## config.mk

```make
export PLATFORM = sky130hd
export DESIGN_NAME = instruction_loader_flat
export DESIGN_NICKNAME = d
export VERILOG_FILES = /design/src/rtl/instruction_loader_if.sv /design/src/rtl/instruction_loader.sv /design/src/flat_wrapper.sv
export SDC_FILE = /design/constraint.sdc
export NUM_CORES = 1
export LEC_CHECK = 0
export CAP_MARGIN = 5
export CELL_PAD_IN_SITES_DETAIL_PLACEMENT = 0
export CELL_PAD_IN_SITES_GLOBAL_PLACEMENT = 1
export CORE_AREA = 5 5 75 77
export CTS_CLUSTER_DIAMETER = 80
export DETAILED_ROUTE_END_ITERATION = 16
export DIE_AREA = 0 0 80 82
export PLACE_DENSITY = 0.81
export SYNTH_ARGS = -nofsm -noshare
export SYNTH_HDL_FRONTEND = slang
export SYNTH_SLANG_ARGS = --single-unit
```

## constraint.sdc

```tcl
create_clock -name clk -period 4.7 [get_ports clk]
set_input_delay 0.705 -clock clk [delete_from_list [all_inputs] [get_ports clk]]
set_output_delay 0.705 -clock clk [all_outputs]
set_load 0.03 [all_outputs]
```

## src/rtl/instruction_loader_if.sv

```systemverilog
// Byte-stream / instruction-memory-write bundle for instruction_loader.
// slave = the loader itself, master = host byte source plus memory/core side.
interface instruction_loader_if #(
    parameter int DATA_WIDTH = 4,
    parameter int ADDR_WIDTH = 8
);
    // Handshake: a byte moves on a rising edge where in_valid and in_ready are both 1;
    // the source holds in_data/in_last stable while in_valid=1 and in_ready=0.
    logic                      start;
    logic [2*DATA_WIDTH-1:0]   in_data;
    logic                      in_valid;
    logic                      in_last;
    logic                      in_ready;
    logic                      mem_we;
    logic [ADDR_WIDTH-1:0]     mem_addr;
    logic [DATA_WIDTH-1:0]     mem_data;
    logic                      cpu_hold;
    logic                      done;
    logic                      overflow;
    logic [ADDR_WIDTH:0]       load_count;
    logic [2:0]                fsm_state;

    modport slave (
        input  start, in_data, in_valid, in_last,
        output in_ready, mem_we, mem_addr, mem_data, cpu_hold, done, overflow,
               load_count, fsm_state
    );

    modport master (
        output start, in_data, in_valid, in_last,
        input  in_ready, mem_we, mem_addr, mem_data, cpu_hold, done, overflow,
               load_count, fsm_state
    );
endinterface

```

## src/rtl/instruction_loader.sv

```systemverilog
// Unpacks a byte stream into instruction pairs and writes them to instruction RAM from 0.
// Optional zero fill of the unused tail: define INSTRUCTION_LOADER_ZERO_FILL_EN.
module instruction_loader #(
    parameter int DATA_WIDTH = 4,
    parameter int ADDR_WIDTH = 8
) (
    input logic clk,
    input logic rst_n,
    instruction_loader_if.slave bus
);
    typedef enum logic [2:0] {
        S_IDLE    = 3'd0,
        S_LOAD_LO = 3'd1,
        S_LOAD_HI = 3'd2,
`ifdef INSTRUCTION_LOADER_ZERO_FILL_EN
        S_FILL    = 3'd3,
`endif
        S_DONE    = 3'd4
    } state_t;

    localparam logic [ADDR_WIDTH-1:0] ADDR_MAX = '1;
    localparam logic [ADDR_WIDTH-1:0] ADDR_ONE = ADDR_WIDTH'(1);
    localparam logic [ADDR_WIDTH-1:0] ADDR_TWO = ADDR_WIDTH'(2);
    localparam logic [ADDR_WIDTH:0]   CNT_ONE  = (ADDR_WIDTH + 1)'(1);

    state_t                  state, state_n;
    logic [ADDR_WIDTH-1:0]   addr, addr_n;
    logic [DATA_WIDTH-1:0]   hi_q, hi_n;
    logic                    last_q, last_n;
    logic                    we_q, we_n;
    logic [ADDR_WIDTH-1:0]   maddr_q, maddr_n;
    logic [DATA_WIDTH-1:0]   mdata_q, mdata_n;
    logic                    ovf_q, ovf_n;
    logic [ADDR_WIDTH:0]     cnt_q, cnt_n;
    logic [ADDR_WIDTH-1:0]   addr_hi;
    logic                    pair_fills_mem;

    // The upper instruction of the current pair lands at addr+1; if that is the top
    // address the memory is full after this pair.
    assign addr_hi        = addr + ADDR_ONE;
    assign pair_fills_mem = (addr_hi == ADDR_MAX);

    always_ff @(posedge clk) begin
        if (!rst_n) begin
            state   <= S_IDLE;
            addr    <= '0;
            hi_q    <= '0;
            last_q  <= 1'b0;
            we_q    <= 1'b0;
            maddr_q <= '0;
            mdata_q <= '0;
            ovf_q   <= 1'b0;
            cnt_q   <= '0;
        end else begin
            state   <= state_n;
            addr    <= addr_n;
            hi_q    <= hi_n;
            last_q  <= last_n;
            we_q    <= we_n;
            maddr_q <= maddr_n;
            mdata_q <= mdata_n;
            ovf_q   <= ovf_n;
            cnt_q   <= cnt_n;
        end
    end

    always_comb begin
        state_n = state;
        addr_n  = addr;
        hi_n    = hi_q;
        last_n  = last_q;
        we_n    = 1'b0;
        maddr_n = maddr_q;
        mdata_n = mdata_q;
        ovf_n   = ovf_q;
        cnt_n   = cnt_q;
        case (state)
            S_IDLE, S_DONE: begin
                if (bus.start) begin
                    state_n = S_LOAD_LO;
                    addr_n  = '0;
                    cnt_n   = '0;
                    ovf_n   = 1'b0;
                end
            end
            S_LOAD_LO: begin
                if (bus.in_valid) begin
                    we_n    = 1'b1;
                    maddr_n = addr;
                    mdata_n = bus.in_data[DATA_WIDTH-1:0];
                    hi_n    = bus.in_data[2*DATA_WIDTH-1:DATA_WIDTH];
                    last_n  = bus.in_last;
                    cnt_n   = cnt_q + CNT_ONE;
                    state_n = S_LOAD_HI;
                end
            end
            S_LOAD_HI: begin
                we_n    = 1'b1;
                maddr_n = addr_hi;
                mdata_n = hi_q;
                cnt_n   = cnt_q + CNT_ONE;
                addr_n  = addr + ADDR_TWO;
                if (last_q) begin
`ifdef INSTRUCTION_LOADER_ZERO_FILL_EN
                    state_n = pair_fills_mem ? S_DONE : S_FILL;
`else
                    state_n = S_DONE;
`endif
                end else if (pair_fills_mem) begin
                    state_n = S_DONE;
                    ovf_n   = 1'b1;
                end else begin
                    state_n = S_LOAD_LO;
                end
            end
`ifdef INSTRUCTION_LOADER_ZERO_FILL_EN
            S_FILL: begin
                we_n    = 1'b1;
                maddr_n = addr;
                mdata_n = '0;
                addr_n  = addr + ADDR_ONE;
                if (addr == ADDR_MAX) begin
                    state_n = S_DONE;
                end
            end
`endif
            default: state_n = S_IDLE;
        endcase
    end

    assign bus.in_ready   = (state == S_LOAD_LO);
    assign bus.cpu_hold   = (state != S_DONE);
    assign bus.done       = (state == S_DONE);
    assign bus.mem_we     = we_q;
    assign bus.mem_addr   = maddr_q;
    assign bus.mem_data   = mdata_q;
    assign bus.overflow   = ovf_q;
    assign bus.load_count = cnt_q;
    assign bus.fsm_state  = state;
endmodule

```

## src/flat_wrapper.sv

```systemverilog
// flat-port wrapper written by rule: the top's interface ports become plain ports
module instruction_loader_flat 
#(
    parameter int DATA_WIDTH = 4,
    parameter int ADDR_WIDTH = 8
)
  (clk, rst_n, bus_start, bus_in_data, bus_in_valid, bus_in_last, bus_in_ready, bus_mem_we, bus_mem_addr, bus_mem_data, bus_cpu_hold, bus_done, bus_overflow, bus_load_count, bus_fsm_state);
  instruction_loader_if #(.DATA_WIDTH(DATA_WIDTH), .ADDR_WIDTH(ADDR_WIDTH)) bus_i ();
  input logic clk;
  input logic rst_n;
  input wire logic [$bits(bus_i.start)-1:0] bus_start;
  input wire logic [$bits(bus_i.in_data)-1:0] bus_in_data;
  input wire logic [$bits(bus_i.in_valid)-1:0] bus_in_valid;
  input wire logic [$bits(bus_i.in_last)-1:0] bus_in_last;
  output wire logic [$bits(bus_i.in_ready)-1:0] bus_in_ready;
  output wire logic [$bits(bus_i.mem_we)-1:0] bus_mem_we;
  output wire logic [$bits(bus_i.mem_addr)-1:0] bus_mem_addr;
  output wire logic [$bits(bus_i.mem_data)-1:0] bus_mem_data;
  output wire logic [$bits(bus_i.cpu_hold)-1:0] bus_cpu_hold;
  output wire logic [$bits(bus_i.done)-1:0] bus_done;
  output wire logic [$bits(bus_i.overflow)-1:0] bus_overflow;
  output wire logic [$bits(bus_i.load_count)-1:0] bus_load_count;
  output wire logic [$bits(bus_i.fsm_state)-1:0] bus_fsm_state;
  assign bus_i.start = bus_start;
  assign bus_i.in_data = bus_in_data;
  assign bus_i.in_valid = bus_in_valid;
  assign bus_i.in_last = bus_in_last;
  assign bus_in_ready = bus_i.in_ready;
  assign bus_mem_we = bus_i.mem_we;
  assign bus_mem_addr = bus_i.mem_addr;
  assign bus_mem_data = bus_i.mem_data;
  assign bus_cpu_hold = bus_i.cpu_hold;
  assign bus_done = bus_i.done;
  assign bus_overflow = bus_i.overflow;
  assign bus_load_count = bus_i.load_count;
  assign bus_fsm_state = bus_i.fsm_state;
  instruction_loader #(.DATA_WIDTH(DATA_WIDTH), .ADDR_WIDTH(ADDR_WIDTH)) u_core (.clk(clk), .rst_n(rst_n), .bus(bus_i));
endmodule
```

Yosys cells after proc, flatten, opt, wreduce, memory -nomap -nowiden
Cells that the tools add are included.

Bits in registers: 39. Input bits: 13. Output and inout port bits: 29. Word-level logic and storage cells: 52.

$add $sub $neg: 3. Equal/unequal tests: 9. Mux-type cells: 20. Reduce and logical (&&, ||, !) cells: 11.

Operators by type and width (count): $pmux 8 s2 (2); $pmux 9 s3 (1); $mux 9 (2); $mux 8 (2); $mux 3 (4); $add 9x1->9 const B (1); $pmux 3 s3 (1); $add 8x1->8 const B (1); $add 8x2->8 const B (1); $eq 8x8->1 const B (1); $pmux 4 s2 (1); $reduce_and 2->1 (4); $ne 2x2->1 const B (3); $mux 1 (4); $mux 4 (1); $pmux 1 s2 (2); $reduce_and 4->1 (1); $reduce_bool 2->1 (2); $eq 3x1->1 const B (1); $eq 3x2->1 const B (1); $eq 3x3->1 const B (1); $logic_not 3->1 (1); $ne 3x3->1 const B (1); $reduce_and 3->1 (1); other kinds (3) (3).

Depth between registers and ports, before layout
Gate-level depths: netlist of run 1.

Depth after elaboration: 5. Depth in mapped cells: 6. Depth with buffers taken out: 4.

Worst setup path after synthesis of run 1
OpenSTA, ideal clock, no wires.

Path type: register to output. From: reg u_core.state[0] (netlist: u_core.bus.fsm_state[0]). To: out bus_in_ready. Data arrival time: 1.442 ns. Data required time: 3.995 ns. Path slack: 2.553 ns. Cell stages (with the launch flop): 3. Path buffers: 1. Path through: dfxtp_1 buf_4 nor3b_1.

Cells in the longest elaborated chain, start to end: 1.

RTL lines: start, declared (line instruction_loader.sv:26) `state_t state, state_n;`; start signal, assigned (line instruction_loader.sv:55) `state <= state_n;`; $eq 3x1->1 (line instruction_loader.sv:131) `assign bus.in_ready = (state == S_LOAD_LO);`; end, declared (line flat_wrapper.sv:15) `output wire logic [$bits(bus_i.in_ready)-1:0] bus_in_ready;`.

Every way passes these cells.

Worst setup path in the final report of run 1
From: in rst_n. To: reg u_core.mdata_q[1] (netlist: u_core.bus.mem_data[1]).

RTL lines: start, declared (line flat_wrapper.sv:10) `input logic rst_n;`; end signal, assigned (line instruction_loader.sv:61) `mdata_q <= mdata_n;`; end, declared (line instruction_loader.sv:32) `logic [DATA_WIDTH-1:0] mdata_q, mdata_n;`.

No word-level cell between the ends.

==> results by stage, run 1 <==
Place:
- Summed over all nets, the half-perimeter wirelength after detailed placement is 2773 um.
- The weighted congestion at the end of routability-driven global placement is 0.6980.
- The number of I/O port buffers is 41.
- The setup slack at placement is 1.632 ns.

Logic synthesis:
- The number of nets in the synthesized netlist is 221.
- The post-synthesis cell type with the largest combined area is dfxtp_1.
- Synthesis handed over a netlist of 206 instances.
- The synthesized netlist contains 39 unique library cells.
- Of the total synthesized cell area, the portion taken by full adders, half adders and majority gates is 1.422%.
- The combinational family with the most area after synthesis is simple AND/OR/NAND/NOR gates.
- The combined area of all synthesized cells is 1759 um2.
- The most used flip-flop cell after synthesis is dfxtp_1.
- The number of enable-type register cells in the synthesized netlist is 0.
- Yosys attributes the largest share of cell area to dfxtp_1, a21oi_1, nand3_1.
- Of all flip-flops after synthesis, the portion carrying an async set or reset was 0%.
- Summing the areas of all compound-gate instances in the mapped netlist gives 18.56% of the synthesized area.
- The sequential fraction of the synthesis area is 43.24%.
- The parity-gate share of the synthesized area counting xor and xnor cells is 0%.
- The average footprint of a synthesized cell is 8.540 um2.
- The Yosys step of the flow raised 0 warnings.
- The top cell type by area accounts for 43.24% of the synthesized area.
- The basic-gate share of the synthesized area counting and, or, nand and nor cells is 25.75%.
- The flip-flop and latch count after synthesis is 38.
- The fraction of synthesized area in multiplexers is 4.552%.

STA:
- The count of final max-slew check failures is 0.
- Setup violations remaining at the end of the flow were counted as 0.
- The setup TNS is 0 ns.
- Dividing the final minimum period by the clock period gives 58.17%.
- Across all setup checks in the final design, the least slack found is 1.966 ns.
- For the finished layout, the period the worst path requires is 2.734 ns.
- Between clock sinks in the finished design, the worst skew comes to 0.006501 ns.
- Setup repair after global routing left no endpoint under its margin.
- The minimum hold slack is 0.4570 ns.
- The upper clock frequency limit is 365.8 MHz.
- In this run the tightest slew margin relative to its limit is 31.50%.
- The number of failing hold endpoints at the final stage is 0.
- The transition time at the pin with the least slew margin is 1.027 ns.

Global route:
- Global routing used 14.35% of the available tracks.
- The via count of the first global-routing pass is 1500.
- Global routing consumed, on the met2 layer, 21.36% of the routing resources.
- The largest net degree at the start of global routing is 30.
- In this run the most used layer during global routing was met2.
- The met3 usage in global routing is 3.947%.
- The initial antenna violation count is 0.
- After global routing the overflow that remains totals 0.
- The global-route wire length before repair is 7293 um.
- The global-route met1 utilization is 19.43%.

Critical path:
- Data on the critical path arrives at its endpoint at 2.92 ns.
- The worst setup path is launched from an input port.
- The critical setup path kind is in2reg.
- The kind of end point of the critical path is a flip-flop.
- The maximum net fanout on the critical path is 27.
- The critical path required time is 4.89 ns.

Floorplanning:
- The initialized floorplan defines 26 standard-cell rows.
- The die is 80 um wide.
- The die covers 6560 um2.
- The number of primary I/O pins is 42.
- Measured along the y axis, the die boundary spans 82 um.
- The initial standard-cell utilization of the core is 35.58%.
- The region available for standard cell placement spans 4945 um2.

CTS:
- The clock tree buffer depth is 2.
- The number of CTS-inserted buffers is 5.
- The clock transition at the registers of the reported paths is 0.07 ns.
- The later pin in the worst-skew pair is clocked with a latency of 0.29 ns.
- The clock net in this run drives a total of 38 sinks.
- TritonCTS built the clock tree.
- After clock tree synthesis, the repair step resized 0 gates.
- The H-tree depth is 2.
- The tree is rooted in a clkbuf_8.
- For this design, the CTS-stage hold fixing added 0 buffers.
- The number of setup buffers added after CTS is 0.

Route:
- After the first detailed-routing iteration, the DRC count stood at 126.
- The number of remaining DRC errors is 0.
- The number of detailed-route iterations in the first pass is 5.
- The count of nets left with antenna violations once routing finished came out at 0.
- The routed wire length per instance is 14.49 um.
- The via-per-instance ratio is 5.218.
- Wires add up to 4462 um.
- The total via count after detailed routing is 1607.

Power:
- Power spread over the standard cell area amounts to 281.2 nW/um2.
- Across the VDD grid, the largest voltage drop is 0.1153 mV.
- The reported leakage power is 0.0007515 uW.

Min path:
- In this run the worst hold path is classified as reg2reg.

Run status:
- The flow ran to the end, and the final reports show no timing, DRC or antenna violations.

Final layout:
- The number of nets in the layout is 253.
- The area growth from synthesis to layout is 28.02%.
- At the end of the flow the core is filled with cells to 45.55%.
- The layout cell share with drive strength beyond 1 is 5.882%.
- The sequential cell area is 760.7 um2.
- The count of inserted antenna diode cells is 0.
- The fill cell instance count of the final layout is 517.
- In the final layout, the multi-input gates occupy 884.6 um2.

Job:
- The count of max-cap constraint violations is 0.
==> critical path: stages <==
cell and delay (ns):
clkdlybuf4s50_1 0.93, clkinv_1 0.82, a311oi_1 0.45
==> cells in the mapped netlist, drive strengths merged (2+ instances only) <==
cell type  number
and3            2
inv             3
buf             8
a311oi          6
nand3          21
clkbuf         10
nor2            4
a211oi          4
nor3b           2
a21oi          26
nor3            4
o21ai          10
nand2b          5
nand4           4
mux2i           8
nand2          26
or3b            3
dfxtp          38
nand3b          6
ha              2
==> cell type report <==
cell class | instances | share of cell area, %
tap | 70 | 3.889
clock buffer | 5 | 3.056
sequential | 38 | 33.78
multi-input combinational | 146 | 39.28
timing repair buffer | 43 | 18.89
clock inverter | 2 | 0.4444
inverter | 4 | 0.6667
==> state kept, by name, indices dropped and copies added, names as in the netlist <==
register               count
u_core.addr                7
u_core.bus.fsm_state       3
u_core.bus.load_count      9
u_core.bus.mem_addr        8
u_core.bus.mem_data        4
u_core.bus.mem_we          1
u_core.bus.overflow        1
u_core.hi_q                4
u_core.last_q              1
==> power by group <==
| group | internal, uW | switching, uW | total, uW |
|---|---|---|---|
| registers | 329 | 7.23 | 337 |
| clock network | 99.6 | 116 | 215 |
| logic | 33.2 | 48.4 | 81.6 |
| total | 462 | 171 | 633 |
==> placed cells by master, fill, tap and decap left out, drive strengths merged, types with 2 or more instances in the layout <==
cell           instances
buf                    2
inv                    3
a211oi                 4
nand2                 26
ha                     2
nand3b                 6
nand3                 21
nor3                   4
a21oi                 26
or3b                   3
nand2b                 5
clkdlybuf4s50         41
o21ai                 10
nor2                   4
and3                   2
nand4                  4
clkinv                 3
mux2i                  8
nor3b                  2
clkbuf                 5
dfxtp                 38
a311oi                 6
==> stage by stage <==
stage / cells / total power [uW] / cell area (um2)
floorplan: 206 / 396.6 / 1759
global placement: 301 / 425.1 / 2173
detailed placement: 301 / 425.7 / 2173
CTS: 308 / 639.1 / 2252
global route: 308 / 660.2 / 2252
finish: 308 / 633.4 / 2252
==> metal layers <==
layer | part of all wire [%] | vias up
met5 | 0 | -
met4 | 1.6 | 0
met3 | 4.0 | 6
met2 | 44 | 39
met1 | 50 | 750
li1 | - | 812
==> path summary, 6_finish.rpt <==
path / startpoint / to / slack (ns) / cells past startpoint
hold reg to reg: u_core.hi_q[0] / u_core.hi_q[0] / 0.46 / 2
hold / removal: u_core.hi_q[0] / u_core.hi_q[0] / 0.46 / 2
setup reg to reg: u_core.bus.fsm_state[1] / u_core.addr[6] / 2.52 / 3
setup / recovery: rst_n / u_core.bus.mem_data[1] / 1.97 / 3
==> kinds of logic after synthesis <==
group | count (synthesis)
fa+ha+maj | 2
simple gates | 83
compound gates | 53
buf+inv | 22
flops | 38
mux | 8
Power figures use the tool's default switching activity.
==> inputs of run 2 (changes only) <==
--- a/config.mk
+++ b/config.mk
@@ -8,11 +8,11 @@
 export CAP_MARGIN = 5
 export CELL_PAD_IN_SITES_DETAIL_PLACEMENT = 0
 export CELL_PAD_IN_SITES_GLOBAL_PLACEMENT = 1
-export CORE_AREA = 5 5 75 77
+export CORE_AREA = 5 5 76 78
 export CTS_CLUSTER_DIAMETER = 80
 export DETAILED_ROUTE_END_ITERATION = 16
-export DIE_AREA = 0 0 80 82
-export PLACE_DENSITY = 0.81
+export DIE_AREA = 0 0 81 83
+export PLACE_DENSITY = 0.79
 export SYNTH_ARGS = -nofsm -noshare
 export SYNTH_HDL_FRONTEND = slang
 export SYNTH_SLANG_ARGS = --single-unit
==> constraint.sdc (replaced) <==
create_clock -name clk -period 2.8 [get_ports clk]
set_input_delay 0.42 -clock clk [delete_from_list [all_inputs] [get_ports clk]]
set_output_delay 0.42 -clock clk [all_outputs]
set_load 0.03 [all_outputs]
==> run 2 against run 1 <==
- non-clock buffer count up 4
- clock power rose by 100%
- utilization up 0.63 points
- first-iteration DRC count is 13% lower
- sequential power is 68% higher
- via count barely moved
- sequential share of layout area fell by 0.90 points
- combinational power rose by 70%
- sequential cell count stayed put
- total power grew 80%
- global-route usage down 0.98 points
- routed wire length decreased by 4.3%
==> results by stage, run 2 (same netlist as run 1, synthesis figures left out) <==
STA:
- The worst clock skew is 0.003394 ns.
- The count of final max-slew check failures is 0.
- The clock period could shrink to 2.140 ns.
- The final count of negative-setup-slack endpoints is 0.
- The upper clock frequency limit is 467.3 MHz.
- The relative slew slack is 61.35%.
- The number of failing hold endpoints at the final stage is 0.
- Setup repair after global routing left no endpoint under its margin.
- The part of the cycle the worst path needs is 76.42%.
- Summed over all failing endpoints, the final setup total negative slack is 0 ns.
- The transition time at the pin with the least slew margin is 0.5772 ns.

Global route:
- The global-route wire length before repair is 7127 um.
- The aggregate global-route resource usage is 13.37%.
- The via count of the first global-routing pass is 1530.
- The total global routing overflow is 0.
- Entering global routing, the biggest net connects 28 pins.
- The initial antenna violation count is 0.

Final layout:
- The growth of design area from synthesis to finish is 31.51%.
- In the layout the commonest cells are clkdlybuf4s50_1, dfxtp_1, nand2_1, a21oi_1, nand3_1.
- 0 antenna diodes ended up in the layout.
- The fill cell instance count of the final layout is 540.
- The leading cell type in the layout, fill and taps excluded is clkdlybuf4s50_1.
- The layout cell share with drive strength beyond 1 is 7.819%.
- The flip-flop count of the largest register after layout is 9.
- In the final design database the tool counted 257 nets.

Place:
- At the end of routability-driven placement, the weighted congestion stood at 0.7541.
- The number of I/O port buffers is 41.
- Detailed placement ended at an HPWL of 2885 um.

Critical path:
- The kind of end point of the critical path is an output port.
- At the worst endpoint, the required time is 2.38 ns.
- The critical setup path kind is reg2out.
- The data arrival time of the critical path is 1.72 ns.
- The startpoint type of the worst setup path is a flip-flop.
- Of all nets on the critical path, the largest fanout is 11.

CTS:
- The clock transition at the registers of the reported paths is 0.07 ns.
- TritonCTS built the clock tree.
- Once the clock tree was built, the resizer swapped 0 gates to a different size.
- The master cell of the clock root buffer is clkbuf_8.
- The number of CTS-inserted buffers is 5.
- The number of buffers inserted for hold repair after clock tree synthesis is 0.
- No sink is reached through more buffers than the 2 on the longest clock path.
- After clock tree synthesis, the setup repair step added 0 buffers.
- CTS built an H-tree with a depth of 2.
- The clock sink count is 38.
- The clock latency reported for the late side of the worst-skew pair is 0.29 ns.

Route:
- In the final routed layout, each cell accounts on average for 13.65 um.
- The DRC marker count from the first detailed-route iteration is 110.
- The remaining antenna violation count is 0.
- For this block, the via count after detailed routing is 1606.
- The first TritonRoute pass finished after 4 iterations.
- The via-per-instance ratio is 5.131.
- For this block, the routed nets add up to 4271 um of wire.
- The number of remaining DRC errors is 0.

Job:
- The tool flagged a number of max-cap violations equal to 0.

Floorplanning:
- The number of rows created at floorplan is 26.
- The initial standard-cell utilization of the core is 35.11%.
- The standard cell core area is 5010 um2.
- Pin placement for this block handled 42 I/O pins.
- The die is 81 um wide.
- The area of the die is 6723 um2.
- The die height is 83 um.

Run status:
- The flow ran to the end, and the final reports show no timing, DRC or antenna violations.

Power:
- The completed layout was analyzed and its total power is 1139 uW.
- IR analysis of the VDD net gives a maximum drop of 0.3051 mV.
- In this run the power density over the cells is 492.3 nW/um2.
- In this run the static leakage power is 0.0007833 uW.

Min path:
- The tightest min-delay check is of the reg2reg type.
run 2: cell count changes in the layout (fill, tap and decap cells not counted), sizes merged:
cell,before,now
buf,2,6
clkinv,3,1
clkbuf,5,8
run 2: per-stage QoR:
step | instances | area [um2] | setup WS (ns) | util [%] | hold slack, ns
floorplan | 206 | 1759 | 0.9383 | - | 0.4340
global placement | 305 | 2203 | 0.7736 | 43.98 | 0.4498
detailed placement | 305 | 2203 | 0.7494 | 43.98 | 0.4569
CTS | 313 | 2313 | 0.6545 | 46.18 | 0.4679
global route | 313 | 2313 | 0.5633 | 46.18 | 0.4887
finish | 313 | 2313 | 0.6602 | 46.18 | 0.4708
run 2: path summary, 6_finish.rpt:
path	startpoint	to	slack, ns	depth (start not counted)
setup / recovery	u_core.bus.fsm_state[0]	bus_in_ready	0.66	2
hold / removal	u_core.hi_q[2]	u_core.hi_q[2]	0.47	2
setup reg to reg	u_core.bus.fsm_state[1]	u_core.addr[6]	0.89	3
hold reg to reg	u_core.hi_q[2]	u_core.hi_q[2]	0.47	2
run 2: critical path, cell delays in order (launching register included):
cell and delay [ns]:
dfxtp_1 0.51, nor3b_1 0.23, clkdlybuf4s50_1 0.70
run 2: area by class of cell:
| type | count | area [um2] | area share [%] |
|---|---|---|---|
| clock buffers | 8 | 110.1 | 4.759 |
| well taps | 70 | 87.58 | 3.786 |
| inverters | 4 | 15.01 | 0.6490 |
| repair buffers | 47 | 455.4 | 19.69 |
| flip-flops and latches | 38 | 760.7 | 32.88 |
| multi-input cells | 146 | 884.6 | 38.24 |
run 2: metal layers:
layer | track usage, % | up-vias | part of all wire [%]
li1 | - | 821 | -
met1 | 18.20 | 749 | 51
met2 | 19.79 | 28 | 43
met3 | 4.113 | 8 | 3.8
met4 | 4.608 | 0 | 1.5
met5 | 0 | - | 0
run 2: report_power, final:
part / internal, uW / leakage [uW] / switching [uW]
logic: 58.9 / 0.000418 / 80.1
clock network: 249 / 0.0000575 / 187
registers: 553 / 0.000307 / 11.8
